--- config.mk ---
export PLATFORM = sky130hd
export DESIGN_NAME = game_judge
export DESIGN_NICKNAME = d
export VERILOG_FILES = /design/src/rtl/game_judge.sv
export SDC_FILE = /design/constraint.sdc
export NUM_CORES = 1
export LEC_CHECK = 0
export BUFFER_PORTS_ARGS = -buffer_cell sky130_fd_sc_hd__buf_4
export CAP_MARGIN = 5
export CORE_ASPECT_RATIO = 0.7
export CORE_MARGIN = 2
export CORE_UTILIZATION = 35
export DETAILED_ROUTE_END_ITERATION = 10
export PLACE_DENSITY = 0.63
export SLEW_MARGIN = 25
export SYNTH_ARGS = -nofsm -noshare
export SYNTH_HDL_FRONTEND = slang
export SYNTH_SLANG_ARGS = --single-unit
--- constraint.sdc ---
create_clock -name clk -period 4.05 [get_ports clk]
set_input_delay 0.2025 -clock clk [delete_from_list [all_inputs] [get_ports clk]]
set_output_delay 0.2025 -clock clk [all_outputs]
set_load 0.01 [all_outputs]
--- src/rtl/game_judge.sv ---
`default_nettype none
// +----------------------------------------------------------------------+
// | game_judge: per-tick collision/goal rules, lives and start/restart.  |
// | Rev 1.0                                                              |
// +----------------------------------------------------------------------+
module game_judge #(
  parameter int MARIO_W       = 34,
  parameter int MARIO_H       = 36,
  parameter int QUEUE_W       = 44,
  parameter int QUEUE_H       = 50,
  parameter int LIVES         = 3,
  parameter int HIT_FRAMES    = 2,
  parameter int INVULN_FRAMES = 60
) (
  input  logic       clk,
  input  logic       rst,
  input  logic       tick,
  input  logic [1:0] game_state,
  input  logic       key_start,
  input  logic [9:0] mario_x,
  input  logic [8:0] mario_y,
  input  logic [9:0] barrel_x,
  input  logic [8:0] barrel_y,
  input  logic [9:0] barrel_w,
  input  logic [8:0] barrel_h,
  input  logic [9:0] queue_x,
  input  logic [8:0] queue_y,
  output logic       start,
  output logic       restart,
  output logic       over,
  output logic       success,
  output logic [2:0] lives,
  output logic       invuln
);

  localparam logic [1:0] ST_INITIAL = 2'b00;
  localparam logic [1:0] ST_RUNNING = 2'b01;
  localparam logic [1:0] ST_OVER    = 2'b10;
  localparam logic [1:0] ST_SUCCESS = 2'b11;

  logic       key_q, key_d;
  logic       start_q, start_d;
  logic       restart_q, restart_d;
  logic       over_q, over_d;
  logic       success_q, success_d;
  logic       invuln_q, invuln_d;
  logic [2:0] lives_q, lives_d;
  logic [3:0] hit_cnt_q, hit_cnt_d;
  logic [7:0] inv_cnt_q, inv_cnt_d;

  logic [10:0] m_x, m_y, b_x, b_y, q_x, q_y;
  logic [11:0] q_x_s, q_y_s;
  logic        hit_now, goal_now, key_rise, eval;
  logic [3:0]  hit_inc;
  logic [2:0]  lives_dec;

  assign m_x = {1'b0, mario_x};
  assign m_y = {2'b00, mario_y};
  assign b_x = {1'b0, barrel_x};
  assign b_y = {2'b00, barrel_y};

  // Queue is given by its centre; the box corner may fall off-screen and clamps to 0.
  assign q_x_s = {2'b00, queue_x} - 12'(QUEUE_W / 2);
  assign q_y_s = {3'b000, queue_y} - 12'(QUEUE_H / 2);
  assign q_x   = q_x_s[11] ? 11'd0 : q_x_s[10:0];
  assign q_y   = q_y_s[11] ? 11'd0 : q_y_s[10:0];

  assign hit_now  = (m_x < b_x + {1'b0, barrel_w}) && (b_x < m_x + 11'(MARIO_W)) &&
                    (m_y < b_y + {2'b00, barrel_h}) && (b_y < m_y + 11'(MARIO_H));
  assign goal_now = (m_x < q_x + 11'(QUEUE_W)) && (q_x < m_x + 11'(MARIO_W)) &&
                    (m_y < q_y + 11'(QUEUE_H)) && (q_y < m_y + 11'(MARIO_H));

  assign key_rise  = key_start & ~key_q;
  assign eval      = tick && (game_state == ST_RUNNING) && !over_q && !success_q;
  assign hit_inc   = hit_cnt_q + 4'd1;
  assign lives_dec = (lives_q == 3'd0) ? 3'd0 : lives_q - 3'd1;

  always_comb begin
    key_d     = key_start;
    start_d   = (game_state == ST_INITIAL) && key_rise;
    restart_d = ((game_state == ST_OVER) || (game_state == ST_SUCCESS)) && key_rise;
    over_d    = over_q;
    success_d = success_q;
    invuln_d  = invuln_q;
    lives_d   = lives_q;
    hit_cnt_d = hit_cnt_q;
    inv_cnt_d = inv_cnt_q;

    if (game_state == ST_INITIAL) begin
      lives_d   = 3'(LIVES);
      over_d    = 1'b0;
      success_d = 1'b0;
      invuln_d  = 1'b0;
      hit_cnt_d = 4'd0;
      inv_cnt_d = 8'd0;
    end else if (eval) begin
      if (goal_now) begin
        success_d = 1'b1;
      end else if (invuln_q) begin
        inv_cnt_d = inv_cnt_q - 8'd1;
        hit_cnt_d = 4'd0;
        if (inv_cnt_q == 8'd1) invuln_d = 1'b0;
      end else if (hit_now) begin
        hit_cnt_d = hit_inc;
        if (hit_inc == 4'(HIT_FRAMES)) begin
          hit_cnt_d = 4'd0;
          lives_d   = lives_dec;
          if (lives_dec == 3'd0) begin
            over_d = 1'b1;
          end else if (INVULN_FRAMES != 0) begin
            invuln_d  = 1'b1;
            inv_cnt_d = 8'(INVULN_FRAMES);
          end
        end
      end else begin
        hit_cnt_d = 4'd0;
      end
    end
  end

  always_ff @(posedge clk) begin
    if (rst) begin
      key_q     <= 1'b0;
      start_q   <= 1'b0;
      restart_q <= 1'b0;
      over_q    <= 1'b0;
      success_q <= 1'b0;
      invuln_q  <= 1'b0;
      lives_q   <= 3'(LIVES);
      hit_cnt_q <= 4'd0;
      inv_cnt_q <= 8'd0;
    end else begin
      key_q     <= key_d;
      start_q   <= start_d;
      restart_q <= restart_d;
      over_q    <= over_d;
      success_q <= success_d;
      invuln_q  <= invuln_d;
      lives_q   <= lives_d;
      hit_cnt_q <= hit_cnt_d;
      inv_cnt_q <= inv_cnt_d;
    end
  end

  assign start   = start_q;
  assign restart = restart_q;
  assign over    = over_q;
  assign success = success_q;
  assign lives   = lives_q;
  assign invuln  = invuln_q;

endmodule
`default_nettype wire

==> run_results.csv, run 1 <==
group,metric,value,unit
route,drt-wirelength-per-cell,14.6,um
critical_path,r2r_slack,1.62,ns
critical_path,path_delay_family,"compound AO/OA/AOI/OAI gates",
timing,finClkSkew,0.000849,ns
grt,grt_pass1_wl,21.8,mm
clock_tree,cts_tree,"yes",
route,drc,7,
critical_path,crit_arrival,4.03,ns
grt,grt_max_degree,18,
logic_synthesis,synth_cell_type_count,68,
job,maxCapViolCount,0,
critical_path,path_cells,"buf_4, ha_1, xor2_1, nor2_1, inv_1, ha_1, or3_1, a21oi_1, a21oi_2, buf_4, xnor2_1, ha_1, nand2_1, nor2_2, o211ai_1, o21ai_2, o311ai_4, buf_4, a2111oi_4, a21boi_2, a311o_1",
die,die_x,140,um
place,port-buffer-count,89,
power_and_ir_drop,power_density,207,nW/um^2
logic_synthesis,avgSynthCellArea,7.69,um^2
layout,final_area,5860,um^2
critical_path,criticalPathCategory,"input pin to flop",
logic_synthesis,ys.flop_type,"dfxtp_1",
route,detail-route-antenna-nets,0,
clock_tree,cts_sinks,21,
timing,hold_violations,0,
logic_synthesis,synth_nets,773,
critical_path,critical_path_peak_fanout,4,
clock_tree,clk_path_buf_depth,2,
place,placed_cell_area,5680,um^2
power_and_ir_drop,max-vdd-ir-drop,164,uV
critical_path,required,4.19,ns
critical_path,critPathLaunchType,"input pin",
timing,drv_slew,0,
logic_synthesis,synth-edff-count,0,
logic_synthesis,synth-seq-area-share,9.27,%
critical_path,path_buf_inv,4,
grt,antenna_found_initial,0,
layout,fin_util,46.7,%
timing,setup_viol,0,
logic_synthesis,syn-instance-count,590,
critical_path,endpoint,"lives[1]",
die,initial_core_util,36.2,%
clock_tree,clk_latency,0.25,ns
timing,fin_crit_sh,96.0,%
layout,area_delta_synth_final,29.2,%
grt,grt_overflow_total,0,
clock_tree,cts_root_buffer,"clkbuf_16",
route,totalWireLength,12.8,mm
critical_path,critical_path_depth,21,
grt,grtUsageTotal,18.4,%
die,die-area,13900,um^2
layout,final_common_cell,"buf_4",
route,via_per_inst,5.66,
worst_hold_path,hold_start,"game_state[0]",
layout,layout_common_cells,"buf_4, ha_1, nor2_1",
clock_tree,htree_levels,1,
timing,tns,0,ns
logic_synthesis,yosys_register_bits,21,
grt,grt_pass1_vias,4803,
power_and_ir_drop,total_power,1.21,mW
clock_tree,cts_buffers,3,
timing,fin_crit,3.89,ns
place,dp_hpwl,11.0,mm
clock_tree,clk_pin_slew,0.06,ns
worst_hold_path,hold_class,"input pin to flop",
layout,drive_gt1_share,24.1,%
timing,relSlewSlack,61.8,%
die,io_pins,90,
logic_synthesis,async_reset_ff_share,0,%
power_and_ir_drop,p_leak,2.69,nW
layout,n_antenna_cell,0,
clock_tree,ctsHoldBuffers,0,
die,core_area,12500,um^2
timing,tightestPinTransition,0.569,ns
critical_path,worstReg2RegStart,"hit_cnt_q[0]",
route,vias,4975,
timing,fmax,0.257,GHz
critical_path,critical-path-max-stage-delay,0.43,ns
critical_path,reg2reg_to,"inv_cnt_q[2]",
logic_synthesis,ys_warn_count,0,
place,place_congestion,0.855,
layout,final_nets,901,
route,first_pass_iters,8,
run_status,status,"complete, but fails checks",
route,first_iter_violations,293,
critical_path,critical_path.startpoint,"queue_x[1]",
logic_synthesis,syn_area,4540,um^2
run_status,violations,"design-rule violations",
critical_path,reg2reg_depth,9,
critical_path,cp-end-kind,"flop",
die,die_h,99.3,um
die,fp-row-count,34,
critical_path,slowest_stage,"a2111oi_4",
## metal layers
metal | vias up | routed length (um) | track usage, %
met2 | 161 | 5630 | 30.4
met1 | 2318 | 6260 | 26.1
met5 | - | 0 | 0
met4 | 0 | 116 | 3.03
li1 | 2483 | - | -
met3 | 13 | 812 | 2.36
## cells by family after synthesis
family	after synthesis	synth area share (%)
xor gates and xnor gates	42	8.11
and+or+nand+nor	200	22.1
adders and majority gates	101	28.2
AOI/OAI and AO/OA	174	26.9
buffers and inverters	46	4.03
DFF	21	9.27
muxes	6	1.38
## area by class of cell
cell class,count,area [um^2]
fill,1185,6690
multi-input combinational,523,4020
sequential,21,420
timing repair buffer,134,1010
inverter,35,131
tap,162,203
clock buffer,4,78.8
## report_power, final
| group | internal, mW | switching, mW | total, mW |
|---|---|---|---|
| sequential | 0.209 | 0.00137 | 0.210 |
| clock | 0.134 | 0.0786 | 0.213 |
| combinational | 0.380 | 0.412 | 0.792 |
## how the worst min path moves through the flow
stage	end	slack, ns	depth (start not counted)
2_1_floorplan	start	0.28	1
3_3_place_gp	start	0.39	2
3_5_place_dp	start	0.40	2
4_1_cts	start	0.13	2
5_1_grt	start	0.14	2
6_report	start	0.13	2
## state kept, by name, indices dropped and copies added (netlist names)
signal / count
success: 1
lives: 3
over: 1
start: 1
invuln: 1
key_q: 1
inv_cnt_q: 8
restart: 1
hit_cnt_q: 4
## stage by stage
stage,cells,hold WS [ns],worst slack (ns)
after global routing,879,0.136,-0.00894
after floorplan,590,0.281,0.00213
final,879,0.128,0.161
after CTS,876,0.128,0.0213
after detailed placement,872,0.397,-0.327
after global placement,872,0.392,-0.191
## synth_stat cells, types with 7 or more instances
| cell type | instances | area share (%) |
|---|---|---|
| ha_1 | 99 | 27 |
| o211ai_1 | 12 | 2.0 |
| nand3_1 | 19 | 2.1 |
| nand2b_1 | 11 | 1.5 |
| a21oi_1 | 48 | 5.3 |
| nand2_1 | 39 | 3.2 |
| a21o_1 | 15 | 2.5 |
| xnor2_1 | 20 | 3.9 |
| nor2_1 | 50 | 4.1 |
| o21ai_0 | 27 | 3.0 |
| nor4_1 | 8 | 1.1 |
| inv_1 | 35 | 2.9 |
| or4_1 | 7 | 1.2 |
| a211oi_1 | 8 | 1.3 |
| xor2_1 | 22 | 4.2 |
| nand4_1 | 9 | 1.2 |
| dfxtp_1 | 21 | 9.3 |
| nor3_1 | 25 | 2.8 |
## worst reg2reg max path: cells and delay by family (launching register included)
family                   cells  cell delay, ns
flip-flops                   1            0.36
adder cells (fa/ha/maj)      1            0.27
AO/OA/AOI/OAI                4            0.71
AND/OR/NAND/NOR              3            0.79
buffers and inverters        1            0.17
## timing repair
| item | 4_1_cts | 5_1_grt |
|---|---|---|
| endpoints found under the setup margin | 1 | 17 |
| setup buffers | 0 | 3 |
| pin swaps | 0 | 9 |
| resized for setup | 1 | 20 |
| hold endpoints to repair | 0 | 0 |
| cloned | 0 | 0 |
Note: power is estimated with default switching activity, not from simulation.
==> run 2, diff against run 1 <==
CORE_UTILIZATION = 52   (was 35)
PLACE_DENSITY = 0.85   (was 0.63)
==> run_results.csv, run 2 (synthesis gave the netlist of run 1 again) <==
group,metric,value,unit
die,io_pins,90,
clock_tree,htree_levels,1,
die,die_x,116,um
critical_path,cp-end-kind,"flop",
power_and_ir_drop,max-vdd-ir-drop,149,uV
grt,antenna_found_initial,0,
timing,tightestPinTransition,0.601,ns
place,place_congestion,0.862,
grt,grt_max_degree,18,
route,drc,0,
timing,setup_viol,0,
layout,n_antenna_cell,0,
clock_tree,clk_latency,0.25,ns
route,drt-wirelength-per-cell,15.7,um
die,die_h,82.2,um
route,totalWireLength,13.0,mm
worst_hold_path,hold_class,"input pin to flop",
layout,layout_common_cells,"buf_4, ha_1, nor2_1",
worst_hold_path,holdPathStages,2,
place,placed_cell_area,5570,um^2
clock_tree,clk_path_buf_depth,2,
worst_hold_path,holdPathEnd,"start",
critical_path,path_cells,"buf_4, or3_1, or2_4, nor2_4, nor2_1, ha_2, nor4_2, o31ai_1, a211oi_2, nor3_1, xnor2_1, ha_1, nor3_1, o21ai_0, a221o_1, o311ai_1, o221a_2, buf_4, a2111oi_4, buf_4, a32oi_1, nand3_1",
route,first_pass_iters,4,
critical_path,critPathLaunchType,"input pin",
critical_path,reg2reg_to,"inv_cnt_q[7]",
timing,finClkSkew,0.00335,ns
layout,largest_reg_flops,8,
layout,final_area,5710,um^2
critical_path,required,4.19,ns
timing,drv_slew,0,
clock_tree,cts_sinks,21,
die,fp-row-count,28,
grt,grt_pass1_vias,4732,
route,first_iter_violations,348,
layout,fillCellCount,709,
clock_tree,cts_setup_buffers,0,
critical_path,cpMostUsedCell,"buf_4",
timing,fin_crit,3.84,ns
grt,grt_pass1_wl,21.1,mm
grt,grtUsageTotal,26.6,%
timing,relSlewSlack,59.8,%
grt,grt_overflow_total,0,
power_and_ir_drop,power_density,211,nW/um^2
worst_hold_path,hold_start,"game_state[0]",
die,core_area,8480,um^2
critical_path,criticalPathCategory,"input pin to flop",
power_and_ir_drop,total_power,1.20,mW
clock_tree,cts_resized,0,
layout,regMostFlops,"inv_cnt_q",
critical_path,critical-path-max-stage-delay,0.38,ns
critical_path,critical_path_peak_fanout,6,
layout,final_nets,890,
clock_tree,cts_buffers,3,
timing,whs,0.138,ns
die,die-area,9500,um^2
critical_path,worstReg2RegStart,"hit_cnt_q[0]",
timing,fin_crit_sh,94.7,%
job,maxCapViolCount,0,
critical_path,slowest_stage,"or3_1",
clock_tree,clk_pin_slew,0.06,ns
power_and_ir_drop,p_leak,2.64,nW
layout,final_common_cell,"buf_4",
place,dp_hpwl,10.9,mm
timing,fmax,0.261,GHz
critical_path,r2r_slack,1.57,ns
clock_tree,ctsHoldBuffers,0,
route,detail-route-antenna-nets,0,
critical_path,crit_arrival,3.97,ns
timing,hold_violations,0,
clock_tree,cts_root_buffer,"clkbuf_16",
layout,drive_gt1_share,22.5,%
die,initial_core_util,53.5,%
critical_path,reg2reg_depth,8,
layout,area_delta_synth_final,25.8,%
route,vias,4981,
route,via_per_inst,6.03,
clock_tree,cts_tree,"yes",
run_status,status,"complete, no violations",
place,port-buffer-count,89,
## run 2: worst max-delay path by stage
stage / start / endpoint / slack (ns) / cells past startpoint
4_1_cts: queue_y[6] / lives[1] / 0.04 / 20
2_1_floorplan: queue_y[5] / lives[1] / 0.002 / 21
3_3_place_gp: queue_y[6] / inv_cnt_q[7] / -0.12 / 20
3_5_place_dp: queue_y[6] / lives[1] / -0.22 / 20
5_1_grt: barrel_x[1] / hit_cnt_q[1] / -0.001 / 17
6_report: queue_y[6] / inv_cnt_q[3] / 0.21 / 22
## run 2: cell type report
class / count / area, um^2 / area share (%)
Clock buffer: 4 / 78.8 / 1.38
Inverter: 35 / 131 / 2.30
Multi-Input combinational cell: 523 / 4000 / 70.1
Sequential cell: 21 / 420 / 7.37
Tap cell: 120 / 150 / 2.63
Timing Repair Buffer: 123 / 923 / 16.2
## run 2: metal layers
metal	up-vias	GRT usage (%)	wire length (um)
met1	2294	35.6	5830
met2	208	48.0	6030
li1	2455	-	-
met5	-	0	0
met4	0	3.81	170
met3	24	2.41	969
## run 2: critical path, delay by kind of cell
family | cells | cell delay [ns]
adders and majority gates | 2 | 0.40
buffers and inverters | 3 | 0.44
and+or+nand+nor | 8 | 1.43
AOI/OAI and AO/OA | 8 | 1.36
xor gates and xnor gates | 1 | 0.14
## run 2: where the power goes
group / leakage (nW) / total (mW) / switching (mW) / internal [mW]
Combinational: 2.43 / 0.781 / 0.416 / 0.365
Sequential: 0.170 / 0.210 / 0.00156 / 0.209
Clock: 0.0382 / 0.210 / 0.0759 / 0.134
Total: 2.64 / 1.20 / 0.494 / 0.708
## run 2: per-stage QoR
stage	util [%]	std cells	setup TNS [ns]	worst slack, ns
floorplan	-	590	0	0.00213
global placement	65.7	822	-0.725	-0.118
detailed placement	65.7	822	-1.94	-0.218
CTS	66.6	826	0	0.0385
global route	67.3	826	-0.00106	-0.00106
finish	67.3	826	0	0.214
==> run 3, diff against run 2 <==
RECOVER_POWER = 25   (was not set)
==> run_results.csv, run 3 (synthesis gave the netlist of run 1 again) <==
group,metric,value,unit
layout,n_antenna_cell,0,
power_and_ir_drop,power_density,211,nW/um^2
layout,fillCellCount,718,
die,io_pins,90,
layout,regMostFlops,"inv_cnt_q",
layout,fin_util,67.1,%
route,first_pass_iters,5,
clock_tree,cts_root_buffer,"clkbuf_16",
critical_path,criticalPathCategory,"input pin to flop",
power_and_ir_drop,total_power,1.20,mW
die,fp-row-count,28,
layout,drive_gt1_share,21.8,%
layout,regArea,420,um^2
critical_path,required,4.19,ns
clock_tree,htree_levels,1,
layout,instances_no_fill,826,
clock_tree,clk_path_buf_depth,2,
die,core_area,8480,um^2
place,dp.cells,822,
die,die_x,116,um
clock_tree,cts_buffers,3,
die,die_h,82.2,um
place,dp_hpwl,10.9,mm
route,drt-wirelength-per-cell,15.7,um
critical_path,critical_path_peak_fanout,6,
critical_path,cp-end-kind,"flop",
die,initial_core_util,53.5,%
timing,drv_slew,0,
grt,grtUsageTotal,26.6,%
clock_tree,ctsHoldBuffers,0,
place,place_congestion,0.862,
route,vias,5000,
clock_tree,cts_tree,"yes",
timing,tightestPinTransition,0.599,ns
power_and_ir_drop,max-vdd-ir-drop,149,uV
power_and_ir_drop,p_leak,2.62,nW
critical_path,crit_arrival,3.96,ns
timing,setup_viol,0,
layout,layout_common_cells,"buf_4, ha_1, nor2_1",
clock_tree,clk_pin_slew,0.06,ns
grt,grt_max_degree,18,
worst_hold_path,hold_class,"input pin to flop",
layout,largest_reg_flops,8,
timing,fin_crit_sh,94.3,%
timing,finClkSkew,0.00361,ns
grt,grt_pass1_vias,4732,
run_status,status,"complete, no violations",
route,totalWireLength,13.0,mm
route,detail-route-antenna-nets,0,
route,first_iter_violations,371,
critical_path,critPathLaunchType,"input pin",
place,port-buffer-count,89,
die,die-area,9500,um^2
timing,hold_violations,0,
grt,grt_overflow_total,0,
grt,antenna_found_initial,0,
layout,area_delta_synth_final,25.4,%
layout,final_nets,890,
grt,grt_pass1_wl,21.1,mm
route,via_per_inst,6.05,
critical_path,r2r_slack,1.57,ns
clock_tree,cts_setup_buffers,0,
clock_tree,cts_sinks,21,
timing,relSlewSlack,59.9,%
route,drc,0,
timing,fin_crit,3.82,ns
layout,final_common_cell,"buf_4",
clock_tree,cts_resized,0,
job,maxCapViolCount,0,
layout,multi_input_area,4000,um^2
timing,fmax,0.262,GHz
clock_tree,clk_latency,0.26,ns
[run 3: cell count changes in the layout (fill, tap and decap cells not counted)]
cell	previous run	this run
clkbuf_1	1	6
buf_4	123	118
[run 3: through the flow]
stage          setup WS, ns  hold slack, ns  setup TNS [ns]  instance area, um^2
2_1_floorplan       0.00213           0.281               0                 4540
3_3_place_gp         -0.118           0.392          -0.725                 5570
3_5_place_dp         -0.218           0.406           -1.94                 5570
4_1_cts              0.0385           0.143               0                 5650
5_1_grt            -0.00106           0.147        -0.00106                 5690
6_report              0.230           0.137               0                 5690
[run 3: cell type report]
cell class,instances,area share (%)
clock buffers,4,1.39
inverters,35,2.31
flip-flops and latches,21,7.39
repair buffers,123,15.9
multi-input cells,523,70.4
well taps,120,2.64
[run 3: worst paths after layout]
path	start	endpoint	cells after the start
worst max-delay path	queue_y[6]	inv_cnt_q[3]	22
worst min register to register	key_q	start	1
worst max register to register	hit_cnt_q[0]	inv_cnt_q[7]	8
worst min-delay path	game_state[0]	start	2
[run 3: where the power goes]
group	internal (mW)	total (mW)	leakage, nW	switching (mW)
clock	0.134	0.210	0.0382	0.0760
combinational	0.364	0.780	2.41	0.416
sequential	0.209	0.210	0.170	0.00155
total	0.707	1.20	2.62	0.494
[run 3: layer usage]
layer / wire [um] / up-vias / GRT usage (%)
met5: 0 / - / 0
met2: 6040 / 211 / 48.0
met4: 169 / 0 / 3.81
met3: 962 / 25 / 2.41
li1: - / 2457 / -
met1: 5810 / 2307 / 35.6
[run 3: worst max-delay path, stage by stage]
cell       delay (ns)
buf_4            0.11
or3_1            0.38
or2_4            0.26
nor2_4           0.17
nor2_1           0.09
ha_2             0.21
nor4_2           0.19
o31ai_1          0.12
a211oi_2         0.23
nor3_1           0.09
xnor2_1          0.14
ha_1             0.19
nor3_1           0.14
o21ai_0          0.11
a221o_1          0.27
o311ai_1         0.11
o221a_2          0.28
buf_4            0.15
a2111oi_4        0.09
buf_4            0.18
a32oi_1          0.14
nand3_1          0.10
